## config.mk

```make
export PLATFORM = sky130hd
export DESIGN_NAME = axi_arbiter_rd_rr
export DESIGN_NICKNAME = d
export VERILOG_FILES = /design/src/rtl/axi_arb_pkg.sv /design/src/rtl/rr_pick.sv /design/src/rtl/axi_arbiter_rd_rr.sv
export SDC_FILE = /design/constraint.sdc
export NUM_CORES = 1
export LEC_CHECK = 0
export CAP_MARGIN = 30
export CORE_ASPECT_RATIO = 0.75
export CORE_UTILIZATION = 50
export CTS_CLUSTER_DIAMETER = 40
export DETAILED_ROUTE_END_ITERATION = 7
export HOLD_SLACK_MARGIN = 0.12
export PLACE_DENSITY = 0.76
export RECOVER_POWER = 50
export SYNTH_ARGS = -nofsm -noshare
export SYNTH_HDL_FRONTEND = slang
export SYNTH_SLANG_ARGS = --single-unit
```

## constraint.sdc

```tcl
create_clock -name ACLK -period 3.8 [get_ports ACLK]
set_input_delay 0.38 -clock ACLK [delete_from_list [all_inputs] [get_ports ACLK]]
set_output_delay 0.38 -clock ACLK [all_outputs]
set_load 0.01 [all_outputs]
```

## src/rtl/axi_arb_pkg.sv

```systemverilog
// rtl/axi_arb_pkg.sv - shared types and helpers for the AXI read/write arbiters
//
// Purpose : arbiter FSM state encoding, index-width helper, default watchdog limit.
// Ports   : none (package).
package axi_arb_pkg;

   typedef enum logic [1:0] {
      IDLE = 2'd0,
      ADDR = 2'd1,
      DATA = 2'd2
   } arb_state_e;

   localparam int ARB_TIMEOUT_DEFAULT = 1024;

   // At least one bit, even for the degenerate single-bit case.
   function automatic int idx_width(input int n);
      return (n <= 2) ? 1 : $clog2(n);
   endfunction

endpackage

```

## src/rtl/rr_pick.sv

```systemverilog
// rtl/rr_pick.sv - combinational rotating-priority picker
//
// Purpose : selects the first asserted req bit scanning ptr+1, ptr+2, ... modulo N.
// Ports   : req    in  N      request vector
//           ptr    in  IDX_W  last winner; lowest priority this round
//           onehot out N      one-hot winner (zero when no request)
//           idx    out IDX_W  encoded winner (zero when no request)
//           any    out 1      at least one request present
module rr_pick #(
   parameter int N     = 4,
   parameter int IDX_W = 2
) (
   input  logic [N-1:0]     req,
   input  logic [IDX_W-1:0] ptr,
   output logic [N-1:0]     onehot,
   output logic [IDX_W-1:0] idx,
   output logic             any
);

   logic found;

   always_comb begin
      onehot = '0;
      idx    = '0;
      found  = 1'b0;
      any    = |req;
      for (int k = 1; k <= N; k++) begin
         int c;
         c = int'(ptr) + k;
         if (c >= N) c = c - N;
         if (!found && req[c]) begin
            found     = 1'b1;
            onehot[c] = 1'b1;
            idx       = IDX_W'(c);
         end
      end
   end

endmodule

```

## src/rtl/axi_arbiter_rd_rr.sv

```systemverilog
// rtl/axi_arbiter_rd_rr.sv - round-robin N-master AXI read-channel (AR+R) arbiter
//
// Purpose : grants one master the shared AR/R path from AR issue until the RLAST
//           handshake, re-arbitrating back-to-back with round-robin fairness.
// Option  : AXI_ARB_RD_WATCHDOG_EN adds a stall watchdog that releases a hung grant.
// Ports   : ACLK, ARESETn         clock, async active-low reset
//           m_arvalid, m_rready   per-master request / read-data ready
//           s_arready, s_rvalid,
//           s_rlast               slave-side handshake signals
//           rgrnt, rgrnt_idx      registered one-hot / encoded grant
//           busy                  a transaction owns the path (ADDR or DATA)
//           timeout_err           one-cycle watchdog expiry pulse
module axi_arbiter_rd_rr
   import axi_arb_pkg::*;
#(
   parameter int  NUM_MASTERS    = 4,
   parameter int  TIMEOUT_CYCLES = ARB_TIMEOUT_DEFAULT,
   localparam int IDX_W          = idx_width(NUM_MASTERS)
) (
   input  logic                   ACLK,
   input  logic                   ARESETn,
   input  logic [NUM_MASTERS-1:0] m_arvalid,
   input  logic [NUM_MASTERS-1:0] m_rready,
   input  logic                   s_arready,
   input  logic                   s_rvalid,
   input  logic                   s_rlast,
   output logic [NUM_MASTERS-1:0] rgrnt,
   output logic [IDX_W-1:0]       rgrnt_idx,
   output logic                   busy,
   output logic                   timeout_err
);

   arb_state_e             state_q, state_d;
   logic [NUM_MASTERS-1:0] rgrnt_q, rgrnt_d;
   logic [IDX_W-1:0]       idx_q, idx_d;
   logic [IDX_W-1:0]       ptr_q, ptr_d;

   logic [NUM_MASTERS-1:0] pick_onehot;
   logic [IDX_W-1:0]       pick_idx;
   logic                   pick_any;
   logic                   r_hs;
   logic                   final_beat;

   rr_pick #(
      .N     (NUM_MASTERS),
      .IDX_W (IDX_W)
   ) u_pick (
      .req    (m_arvalid),
      .ptr    (ptr_q),
      .onehot (pick_onehot),
      .idx    (pick_idx),
      .any    (pick_any)
   );

   assign r_hs       = s_rvalid && m_rready[idx_q];
   assign final_beat = r_hs && s_rlast;

`ifdef AXI_ARB_RD_WATCHDOG_EN
   localparam int CNT_W = $clog2(TIMEOUT_CYCLES + 1);
   logic [CNT_W-1:0] cnt_q, cnt_d;
   logic             tmo_q, tmo_d;
`endif

   always_comb begin
      state_d = state_q;
      rgrnt_d = rgrnt_q;
      idx_d   = idx_q;
      ptr_d   = ptr_q;
`ifdef AXI_ARB_RD_WATCHDOG_EN
      tmo_d   = 1'b0;
      cnt_d   = (state_q != IDLE) ? cnt_q + 1'b1 : cnt_q;
      if (r_hs) cnt_d = '0;
`endif
      unique case (state_q)
         IDLE: begin
            if (pick_any) begin
               rgrnt_d = pick_onehot;
               idx_d   = pick_idx;
               ptr_d   = pick_idx;
               state_d = ADDR;
            end
         end
         // A master dropping ARVALID here is a protocol violation; the grant is
         // simply held rather than re-arbitrated.
         ADDR: begin
            if (m_arvalid[idx_q] && s_arready) state_d = DATA;
         end
         DATA: begin
            if (final_beat) begin
               if (pick_any) begin
                  rgrnt_d = pick_onehot;
                  idx_d   = pick_idx;
                  ptr_d   = pick_idx;
                  state_d = ADDR;
               end else begin
                  rgrnt_d = '0;
                  state_d = IDLE;
               end
            end
         end
         default: begin
            rgrnt_d = '0;
            state_d = IDLE;
         end
      endcase
`ifdef AXI_ARB_RD_WATCHDOG_EN
      if (state_d != state_q && state_d != IDLE) cnt_d = '0;
      // Expiry only when nothing else moved this cycle; ptr keeps the hung
      // master so the next scan starts just past it.
      if (state_q != IDLE && state_d == state_q && !r_hs &&
          cnt_q == CNT_W'(TIMEOUT_CYCLES - 1)) begin
         tmo_d   = 1'b1;
         rgrnt_d = '0;
         ptr_d   = idx_q;
         state_d = IDLE;
      end
`endif
   end

   always_ff @(posedge ACLK or negedge ARESETn) begin
      if (!ARESETn) begin
         state_q <= IDLE;
         rgrnt_q <= '0;
         idx_q   <= '0;
         ptr_q   <= IDX_W'(NUM_MASTERS - 1);
      end else begin
         state_q <= state_d;
         rgrnt_q <= rgrnt_d;
         idx_q   <= idx_d;
         ptr_q   <= ptr_d;
      end
   end

`ifdef AXI_ARB_RD_WATCHDOG_EN
   always_ff @(posedge ACLK or negedge ARESETn) begin
      if (!ARESETn) begin
         cnt_q <= '0;
         tmo_q <= 1'b0;
      end else begin
         cnt_q <= cnt_d;
         tmo_q <= tmo_d;
      end
   end
   assign timeout_err = tmo_q;
`else
   assign timeout_err = 1'b0;
`endif

   assign rgrnt     = rgrnt_q;
   assign rgrnt_idx = idx_q;
   assign busy      = (state_q != IDLE);

endmodule

```

-- Word level (Yosys, flattened, before mapping)
Cells that the tools add are included.
- flip-flop bits (word level): 10
- $add $sub $neg: 8
- mux-type cells: 54
- reductions and logical operators: 20
- order comparisons: 13
- bitwise gates (word level): 4
- equal/unequal tests: 5
- operators with widths (kind ; number):
    $ge A32 B1 Y1 const B ; 4
    $ge A32 B4 Y1 const B ; 4
    $lt A32 B4 Y1 const B ; 4
    $mux W32 ; 4
    $sub A32 B4 Y32 const B ; 4
    $mux W4 ; 7
    $mux W2 ; 11
    $mux W1 ; 18
    $bmux W1 S2 ; 6
    $or A4 B4 Y4 ; 3
    $pmux W4 S3 ; 1
    $logic_and A1 B1 Y1 ; 10
    $demux W1 S2 ; 4
    $pmux W2 S2 ; 2
    $add A2 B2 Y3 const B ; 2
    $ne A2 B2 Y1 const B ; 3
    $pmux W2 S3 ; 1
    $reduce_and A3 Y1 ; 2
    $add A2 B3 Y4 const B ; 1
    $reduce_bool A2 Y1 ; 2
    $reduce_or A4 Y1 ; 1
    $add A2 B1 Y3 const B ; 1
    $logic_not A1 Y1 ; 3
    $lt A2 B3 Y1 const B ; 1
    other kinds (5) ; 5

-- Longest topological paths before layout
Gate-level depths: netlist of the first run.
- depth in word-level cells: 19
- mapped depth: 10

-- Cells and area by module
Synthesis of the first run repeated with hierarchy kept, for this count alone.
- cell total of the unflattened synthesis: 90
- area total of the unflattened synthesis: 970.9 um^2
- modules (own cells, without submodules) (module ; instances ; area an instance (um^2) ; cells each):
    axi_arbiter_rd_rr ; 1 ; 558.0 ; 47
    rr_pick ; 1 ; 412.9 ; 43

-- Worst setup path before layout of the first run
Ideal clock, no wire load.
- kind: register to register
- from: register ptr_q[1]
- to: register idx_q[1] (netlist: rgrnt_idx[1])
- path buffers: 3
- path slack: 1257 ps
- library setup time: 126 ps
- stages on the path, launching flop included: 11
- arrival time: 2416 ps
- data required time: 3674 ps
- cell sequence: dfstp_2 > clkbuf_2 > inv_1 > ha_1 > clkbuf_1 > mux4_2 > buf_6 > o21ai_2 > o211ai_1 > a221oi_2 > nor2_1
- longest elaborated chain between the ends: 19
- elaborated cells between the ends (all ways): 44
- classes of those cells: add/sub: 8; order compare: 4; mux: 26; reduce/logical: 6
- ends and longest elaborated chain (element ; RTL line ; RTL):
    start: declaration ; axi_arbiter_rd_rr.sv:36 ; logic [IDX_W-1:0] ptr_q, ptr_d;
    start signal: assignment ; axi_arbiter_rd_rr.sv:125 ; ptr_q <= IDX_W'(NUM_MASTERS - 1);
    start signal: assignment ; axi_arbiter_rd_rr.sv:130 ; ptr_q <= ptr_d;
    $add A2 B1 Y3 ; rr_pick.sv:29 ; c = int'(ptr) + k;
    $sub A32 B4 Y32 or $ge A32 B4 Y1 (tied branches) ; rr_pick.sv:30 ; if (c >= N) c = c - N;
    $mux W32 ; rr_pick.sv:30 ;
    $bmux W1 S2 ; rr_pick.sv:31 ; if (!found && req[c]) begin
    $mux W1 (not written as such) (2 in series) ; rr_pick.sv:31 ;
    $mux W1 ; rr_pick.sv:31 ;
    $logic_not A1 Y1 ; rr_pick.sv:31 ;
    $logic_and A1 B1 Y1 ; rr_pick.sv:31 ;
    (+2 left out) ; -- ;
    $logic_and A1 B1 Y1 ; rr_pick.sv:31 ;
    $mux W1 ; rr_pick.sv:31 ;
    $logic_not A1 Y1 ; rr_pick.sv:31 ;
    $logic_and A1 B1 Y1 ; rr_pick.sv:31 ;
    $mux W2 (*) ; rr_pick.sv:31 ;
    $mux W2 (*) ; axi_arbiter_rd_rr.sv:76, axi_arbiter_rd_rr.sv:90 ;
    $mux W2 ; axi_arbiter_rd_rr.sv:89 ; if (final_beat) begin
    $pmux W2 S2 (*) ; axi_arbiter_rd_rr.sv:74 ; unique case (state_q)
    end signal: assignment ; axi_arbiter_rd_rr.sv:129 ; idx_q <= idx_d;
    end: declaration ; axi_arbiter_rd_rr.sv:35 ; logic [IDX_W-1:0] idx_q, idx_d;
Mark *: on every way between the ends. The rest lies on a longest branch, timed or not. The select of a mux whose other input is x is not followed.
A chain may end at the register's enable or synchronous reset.

-- Worst setup path after layout of the first run
- from: register ptr_q[0]
- to: register rgrnt_q[1] (netlist: rgrnt[1])
- longest elaborated chain between the ends: 19
- elaborated cells between the ends (all ways): 68
- classes of those cells: add/sub: 8; order compare: 12; mux: 35; bitwise: 3; reduce/logical: 10
- ends and longest elaborated chain (element ; RTL line ; RTL):
    branches (longest 15 deep; another with $sub A32 B4 Y32) ; -- ;
    $mux W4 (*) ; rr_pick.sv:31 ;
    $mux W4 ; axi_arbiter_rd_rr.sv:90 ; if (pick_any) begin
    $mux W4 ; axi_arbiter_rd_rr.sv:89 ;
    $pmux W4 S3 (*) ; axi_arbiter_rd_rr.sv:74 ;
    end signal: assignment ; axi_arbiter_rd_rr.sv:128 ; rgrnt_q <= rgrnt_d;
    end: declaration ; axi_arbiter_rd_rr.sv:34 ; logic [NUM_MASTERS-1:0] rgrnt_q, rgrnt_d;
Mark *: on every way between the ends. The select of a mux whose other input is x is not followed.

==> summary.txt, run 1 <==
Worst setup path
  • Crit-path cells: inv_1 -> ha_1 -> mux2i_1 -> o22ai_1 -> a211o_1 -> a22oi_1 -> o21ai_1
  • CP Class: reg -> reg
  • Worst Setup Start Kind: flip-flop
  • CP peak stage delay: 780 ps
  • CP max-delay cell: sky130_fd_sc_hd__dfstp_2
  • Arrival time at the worst endpoint: between 2000 and 3000 ps
  • Critical path data required time: 3960 ps
  • Nature of the critical path endpoint: flip-flop
  • Top fanout value on the critical path: 22

Clocking
  • Sinks on the clock net: 10
  • Post-CTS repair timing setup buffer count: 0
  • CTS buffer count: 3
  • TritonCTS clock tree: yes
  • Number of levels the H-tree was split into: 1
  • Clock transition at the register clock pins on the worst setup and hold paths after CTS: ~70 ps
  • Post-CTS sizing: 0
  • Clock buffer depth: 2
  • Quantity of hold-fixing buffers added after cts: 0
  • Library cell used as clock root buffer: sky130_fd_sc_hd__clkbuf_4
  • Clock Latency Late Sink: between 200 and 300 ps

Timing
  • Worst Clk Skew: approximately 2.3 ps
  • Total count of hold-check failures in the final report: 0
  • RSZ-0062 raised after global routing: no
  • Worst slew margin relative to its limit: 0.6857
  • Number of max-slew violations in the final report: 0
  • Max Clock Freq: ~360 MHz
  • Worst hold margin: between 400 and 500 ps
  • Least-Margin Pin Slew: 458.4 ps
  • Final worst path period need: about 2800 ps
  • Period utilisation layout: 0.7410
  • Total negative setup slack: 0 ps
  • Number of endpoints failing setup at the final stage: 0

Placement
  • Half-perimeter wire length after placement: about 1.7 mm
  • Count of input and output buffers: 19
  • Routability congestion estimate from global placement: ~0.8

Final layout
  • Syn-to-layout area delta: 18.14%
  • Number of filler instances in the final layout: 160
  • Final nets: between 100 and 150
  • Number of antenna cells inserted: 0
  • Share of post-route cells with drive strength above 1: 0.1452

Detailed routing
  • Per-cell via count in the routed design: between 6 and 7
  • Post-detailed-route wirelength per cell: around 16 um
  • Residual antenna-violating net count after detailed routing: 0
  • DR iter-0 viols: 26
  • Initial DRT Pass Iterations: 4
  • DRC viols: 0
  • Vias: 940
  • Wire length after detailed routing: 2.274 mm

Logic synthesis
  • Post-Syn Nets: 130
  • Summed instance area of the synthesized netlist: 1049 um^2
  • Synth area leader: sky130_fd_sc_hd__dfrtp_1
  • Avg Inst Size Synth: about 9.6 um^2
  • Primary flip-flop cell chosen by synthesis mapping: sky130_fd_sc_hd__dfrtp_1
  • Gate Count Post-Synth: approximately 110
  • Number of synthesized flops with an enable pin: 0
  • Unique masters post-synth: 38
  • Area contributors post-synth: sky130_fd_sc_hd__dfrtp_1 19%, sky130_fd_sc_hd__mux4_2 11%, sky130_fd_sc_hd__ha_1 9.5%
  • Synth warnings: 0
  • Synthesized flop and latch total: 10
  • Portion of synthesized cell area occupied by the leading cell type: 0.1909
  • Share of async-settable or async-resettable flops after synthesis: 1.000
  • Seq/Total Area, Yosys: 0.2411

Pwr
  • Leakage: roughly 0.52 nW
  • Peak VDD IR: 0.0006078 V
  • Cell Pwr Density: 902.6 nW/um^2

Global route
  • First-pass GRT wire length: a little under 4 mm
  • Pin count of the biggest net entering global routing: 23
  • Congestion Overflow GR: 0
  • Global-route total usage across every layer: 0.2463
  • Number of antenna violations at the first check in global routing: 0
  • Number of global-route vias before repair: 822

Floorplan
  • Die extent in x: about 55 um
  • Core Rows: 13
  • I/O pin cnt: 21
  • Die Area: between 2000 and 2500 um^2
  • Core area: between 1500 and 2000 um^2
  • Die height: 41.66 um
  • Initial standard-cell utilization of the core: 0.5655

Status
  • Result of the run: complete, no violations

Hold path
  • Min-Delay Path Class: in -> async

Run
  • Number of maximum-capacitance constraint violations: 0
-- cells by family (layout without fill, tap and decap cells) --
kind of cell / count (synthesis) / after routing / share of synthesized area
and+or+nand+nor: 32 / 32 / 0.1599
adders and majority gates: 8 / 8 / 0.09547
muxes: 12 / 12 / 0.1909
other: 1 / 1 / 0.003577
AOI/OAI and AO/OA: 34 / 34 / 0.2387
DFF: 10 / 10 / 0.2410
xor gates and xnor gates: 1 / 1 / 0.008355
buffers and inverters: 11 / 26 / 0.06204
-- state kept, by name (all words and copies together), names as in the netlist --
name,cells
rgrnt,4
rgrnt_idx,2
state_q,2
ptr_q,2
-- where the power goes --
group,internal [mW],switching (mW)
Sequential,0.169,0.0875
Clock,0.0408,0.0413
Combinational,0.392,0.387
-- cell usage after synthesis, drive strengths merged (4+ instances only) --
cell type  instances
nand2             11
o22ai             10
dfrtp              8
ha                 8
nand2b             7
buf                6
mux4               6
mux2i              5
nor2               5
o21ai              5
a211o              4
a22oi              4
-- cell usage in the layout (no fill, tap or decap), types with 2 or more instances in the layout --
cell / instances
sky130_fd_sc_hd__ha_1: 8
sky130_fd_sc_hd__o22ai_1: 10
sky130_fd_sc_hd__clkdlybuf4s50_1: 15
sky130_fd_sc_hd__nor2_1: 5
sky130_fd_sc_hd__mux2i_1: 5
sky130_fd_sc_hd__dlygate4sd3_1: 4
sky130_fd_sc_hd__nand2_1: 11
sky130_fd_sc_hd__mux4_2: 5
sky130_fd_sc_hd__a221o_1: 2
sky130_fd_sc_hd__o211ai_1: 2
sky130_fd_sc_hd__dfrtp_1: 8
sky130_fd_sc_hd__or2b_1: 2
sky130_fd_sc_hd__a31o_2: 2
sky130_fd_sc_hd__a22oi_1: 4
sky130_fd_sc_hd__a211o_1: 4
sky130_fd_sc_hd__clkbuf_4: 3
sky130_fd_sc_hd__inv_1: 3
sky130_fd_sc_hd__o21ai_1: 4
sky130_fd_sc_hd__nand2b_1: 7
sky130_fd_sc_hd__a21oi_1: 2
sky130_fd_sc_hd__dfstp_2: 2
-- layout make-up --
class	count	area (um^2)	area share
multi-input combinational	88	730.7	0.5899
sequential	10	252.7	0.2040
timing repair buffer	19	190.2	0.1535
tap	22	27.53	0.02222
clock buffer	4	26.28	0.02121
inverter	3	11.26	0.009091
-- through the flow --
stage	cell area, um^2	utilization	worst slack [ps]	power, mW	std cells
after floorplan	1049	-	1257	0.8714	109
after global placement	1212	0.6538	1098	1.021	142
after detailed placement	1212	0.6538	1017	1.033	142
after CTS	1239	0.6680	1006	1.118	146
after global routing	1239	0.6680	754.8	1.226	146
final	1239	0.6680	984.1	1.118	146
-- critical path: cells and delay by family (launching register included) --
| family | cells | cell delay (ps) |
|---|---|---|
| buffers and inverters | 1 | 250 |
| adder cells (fa/ha/maj) | 1 | 510 |
| AO/OA/AOI/OAI | 4 | 710 |
| multiplexers | 1 | 450 |
| flip-flops | 1 | 780 |
-- routing by layer --
layer  up-vias  wire length [um]  global-route usage  part of all wire
li1        441                 -                   -                 -
met1       445              1116              0.3776              0.49
met2        49               970              0.3301              0.43
met3         5               158             0.06593             0.069
met4         0                28             0.07692             0.012
met5         -                 0                   0                 0
-- worst paths after layout --
kind                                       from                    to  slack (ps)  cells after the start
min in group ACLK          rgrnt[2]$_DFFE_PN0P_  rgrnt[2]$_DFFE_PN0P_         480                      2
setup / recovery           ptr_q[0]$_DFFE_PN1P_  rgrnt[1]$_DFFE_PN0P_         980                      7
setup reg to reg           ptr_q[0]$_DFFE_PN1P_  rgrnt[1]$_DFFE_PN0P_         980                      7
hold / removal                          ARESETn  rgrnt[1]$_DFFE_PN0P_         480                      1
max in group asynchronous               ARESETn  ptr_q[0]$_DFFE_PN1P_        2990                      1
hold reg to reg            rgrnt[2]$_DFFE_PN0P_  rgrnt[2]$_DFFE_PN0P_         480                      2
(Power assumes the default switching activity.)
==> inputs of run 2 (changes only) <==
clock period = 2.61 ns   (was 3.8 ns; I/O delays follow)
==> summary.txt, run 2 (synthesis results as in run 1) <==
Clocking
  • Library cell used as clock root buffer: sky130_fd_sc_hd__clkbuf_4 (unchanged)
  • Number of levels the H-tree was split into: 1 (unchanged)
  • Sinks on the clock net: 10 (unchanged)
  • Post-CTS repair timing setup buffer count: 0 (unchanged)
  • Clock buffer depth: 2 (unchanged)
  • TritonCTS clock tree: yes (unchanged)
  • Post-CTS sizing: 0 (unchanged)
  • CTS buffer count: 3 (unchanged)
  • Quantity of hold-fixing buffers added after cts: 0 (unchanged)
  • Clock Latency Late Sink: 280 ps (about the same)
  • Clock transition at the register clock pins on the worst setup and hold paths after CTS: 80 ps (was 70 ps)

Detailed routing
  • Post-detailed-route wirelength per cell: 16.14 um (was 15.58 um)
  • Per-cell via count in the routed design: 6.183 (was 6.438)
  • Initial DRT Pass Iterations: 4 (unchanged)
  • Met2 wire length: 1.127 mm (was 970 um)
  • Uppermost signal routing layer after detailed routing: met4 (unchanged)
  • Residual antenna-violating net count after detailed routing: 0 (unchanged)
  • Vias: 946 (was 940)
  • M1 wire length: 1.161 mm (was 1.116 mm)
  • DR iter-0 viols: 28 (was 26)
  • DRC viols: 0 (unchanged)
  • Wire length after detailed routing: 2.470 mm (was 2.274 mm)
  • Met3 WL post-DR: 142 um (was 158 um)

Floorplan
  • Die extent in x: 54.88 um (unchanged)
  • Die height: 41.66 um (unchanged)
  • Core Rows: 13 (unchanged)
  • Initial standard-cell utilization of the core: 0.5655 (unchanged)
  • I/O pin cnt: 21 (unchanged)
  • Die Area: 2286 um^2 (unchanged)
  • Core area: 1854 um^2 (unchanged)

Worst setup path
  • CP peak stage delay: 660 ps (was 780 ps)
  • Worst r2r src: ptr_q[1]$_DFFE_PN1P_ (was ptr_q[0]$_DFFE_PN1P_)
  • Buf/Inv on CP: 1 (unchanged)
  • Crit-path leading delay family: flip-flops (unchanged)
  • Nature of the critical path endpoint: flip-flop (unchanged)
  • Crit-path cells: inv_1 -> ha_1 -> mux4_2 -> nor3_2 -> and2_2 -> a22oi_1 -> o21ai_1 (was inv_1 -> ha_1 -> mux2i_1 -> o22ai_1 -> a211o_1 -> a22oi_1 -> o21ai_1)
  • Endpoint of the worst-slack reg-to-reg timing path: rgrnt[2]$_DFFE_PN0P_ (was rgrnt[1]$_DFFE_PN0P_)
  • Length in cells of the worst reg-to-reg path: 7 (unchanged)
  • CP Class: reg -> reg (unchanged)
  • Arrival time at the worst endpoint: 2640 ps (was 2980 ps)
  • CP max-delay cell: sky130_fd_sc_hd__dfstp_2 (unchanged)
  • Worst Setup Start Kind: flip-flop (unchanged)
  • Slack of the worst reg-to-reg path: 170 ps (was 980 ps)
  • Critical path data required time: 2810 ps (was 3960 ps)
  • Top fanout value on the critical path: 9 (was 22)

Timing
  • Number of max-slew violations in the final report: 0 (unchanged)
  • Max Clock Freq: 410.2 MHz (was 355.1 MHz)
  • Total negative setup slack: 0 ps (unchanged)
  • Worst hold margin: 356.1 ps (was 476.9 ps)
  • Worst Clk Skew: 9.800 ps (was 2.273 ps)
  • RSZ-0062 raised after global routing: no (unchanged)
  • Number of endpoints failing setup at the final stage: 0 (unchanged)
  • Slack of the critical path: 172.1 ps (was 984.1 ps)
  • Final worst path period need: 2438 ps (was 2816 ps)
  • Worst slew margin relative to its limit: 0.6578 (was 0.6857)
  • Least-Margin Pin Slew: 499.1 ps (was 458.4 ps)
  • Period utilisation layout: 0.9341 (was 0.7410)
  • Total count of hold-check failures in the final report: 0 (unchanged)

Placement
  • Pre-CTS worst setup slack: 181.0 ps (was 1017 ps)
  • Routability congestion estimate from global placement: 0.8968 (was 0.8045)
  • Placed cell count: 147 (was 142)
  • Area of placed instances: 1250 um^2 (was 1212 um^2)
  • Count of input and output buffers: 19 (unchanged)
  • Half-perimeter wire length after placement: 1.831 mm (was 1.686 mm)

Final layout
  • Final nets: 153 (was 146)
  • Number of flip-flops in the largest register: 4 (unchanged)
  • Most common library cell in the layout ignoring fill and taps: sky130_fd_sc_hd__clkdlybuf4s50_1 (unchanged)
  • Final core utilization: 0.7018 (was 0.6680)
  • Leading cell types in the layout, fill and taps excluded: 15 x sky130_fd_sc_hd__clkdlybuf4s50_1, 11 x sky130_fd_sc_hd__nand2_1, 10 x sky130_fd_sc_hd__o22ai_1 (unchanged)
  • Number of antenna cells inserted: 0 (unchanged)
  • Share of post-route cells with drive strength above 1: 0.1985 (was 0.1452)
  • Final instance area: 1301 um^2 (was 1239 um^2)
  • Post-route non-filler standard cell count: 153 (was 146)
  • Number of filler instances in the final layout: 147 (was 160)
  • Syn-to-layout area delta: 24.11% (was 18.14%)

Global route
  • Number of antenna violations at the first check in global routing: 0 (unchanged)
  • Number of global-route vias before repair: 890 (was 822)
  • Pin count of the biggest net entering global routing: 22 (was 23)
  • Global-route total usage across every layer: 0.2480 (was 0.2463)
  • First-pass GRT wire length: 4.043 mm (was 3.946 mm)
  • Congestion Overflow GR: 0 (unchanged)

Run
  • Number of maximum-capacitance constraint violations: 0 (unchanged)

Pwr
  • Cell Pwr Density: 1362 nW/um^2 (was 902.6 nW/um^2)
  • Peak VDD IR: 0.0008533 V (was 0.0006078 V)
  • Leakage: 0.5648 nW (was 0.5234 nW)
  • Power consumption: 1.773 mW (was 1.118 mW)

Status
  • Result of the run: complete, no violations (unchanged)

Hold path
  • Min-Delay Path Class: in -> async (unchanged)
run 2: changes by cell type in the layout (fill, tap and decap cells not counted):
cell	change
sky130_fd_sc_hd__buf_4	+7
sky130_fd_sc_hd__clkbuf_1	-1
sky130_fd_sc_hd__clkbuf_8	+1
run 2: final cells by class:
class                      count  area [um^2]  share of cell area
multi-input combinational     88        730.7              0.5615
sequential                    10        252.7              0.1942
timing repair buffer          26        242.7              0.1865
clock buffer                   4        36.28             0.02788
tap                           22        27.53             0.02115
inverter                       3        11.26            0.008654
run 2: report_power, final:
part           switching, mW  leakage (nW)  total (mW)  internal [mW]
sequential            0.0798         0.120       0.325          0.245
clock                 0.0631        0.0210       0.148         0.0850
combinational          0.651         0.424        1.30          0.649
run 2: metal layers:
| layer | global-route usage | vias to the layer above |
|---|---|---|
| met5 | 0 | - |
| met2 | 0.3542 | 35 |
| met1 | 0.3588 | 452 |
| met4 | 0.07179 | 0 |
| li1 | - | 453 |
| met3 | 0.06960 | 6 |
run 2: how the worst max path moves through the flow:
stage               slack (ps)                 start                        to  depth (start not counted)
global route                60  ptr_q[1]$_DFFE_PN1P_      rgrnt[2]$_DFFE_PN0P_                          7
detailed placement         180  ptr_q[1]$_DFFE_PN1P_      rgrnt[1]$_DFFE_PN0P_                          7
finish                     170  ptr_q[1]$_DFFE_PN1P_      rgrnt[2]$_DFFE_PN0P_                          7
floorplan                   70  ptr_q[1]$_DFFE_PN1P_  rgrnt_idx[1]$_DFFE_PN0P_                         10
CTS                        130  ptr_q[1]$_DFFE_PN1P_      rgrnt[2]$_DFFE_PN0P_                          7
global placement           220  ptr_q[1]$_DFFE_PN1P_  rgrnt_idx[1]$_DFFE_PN0P_                          7
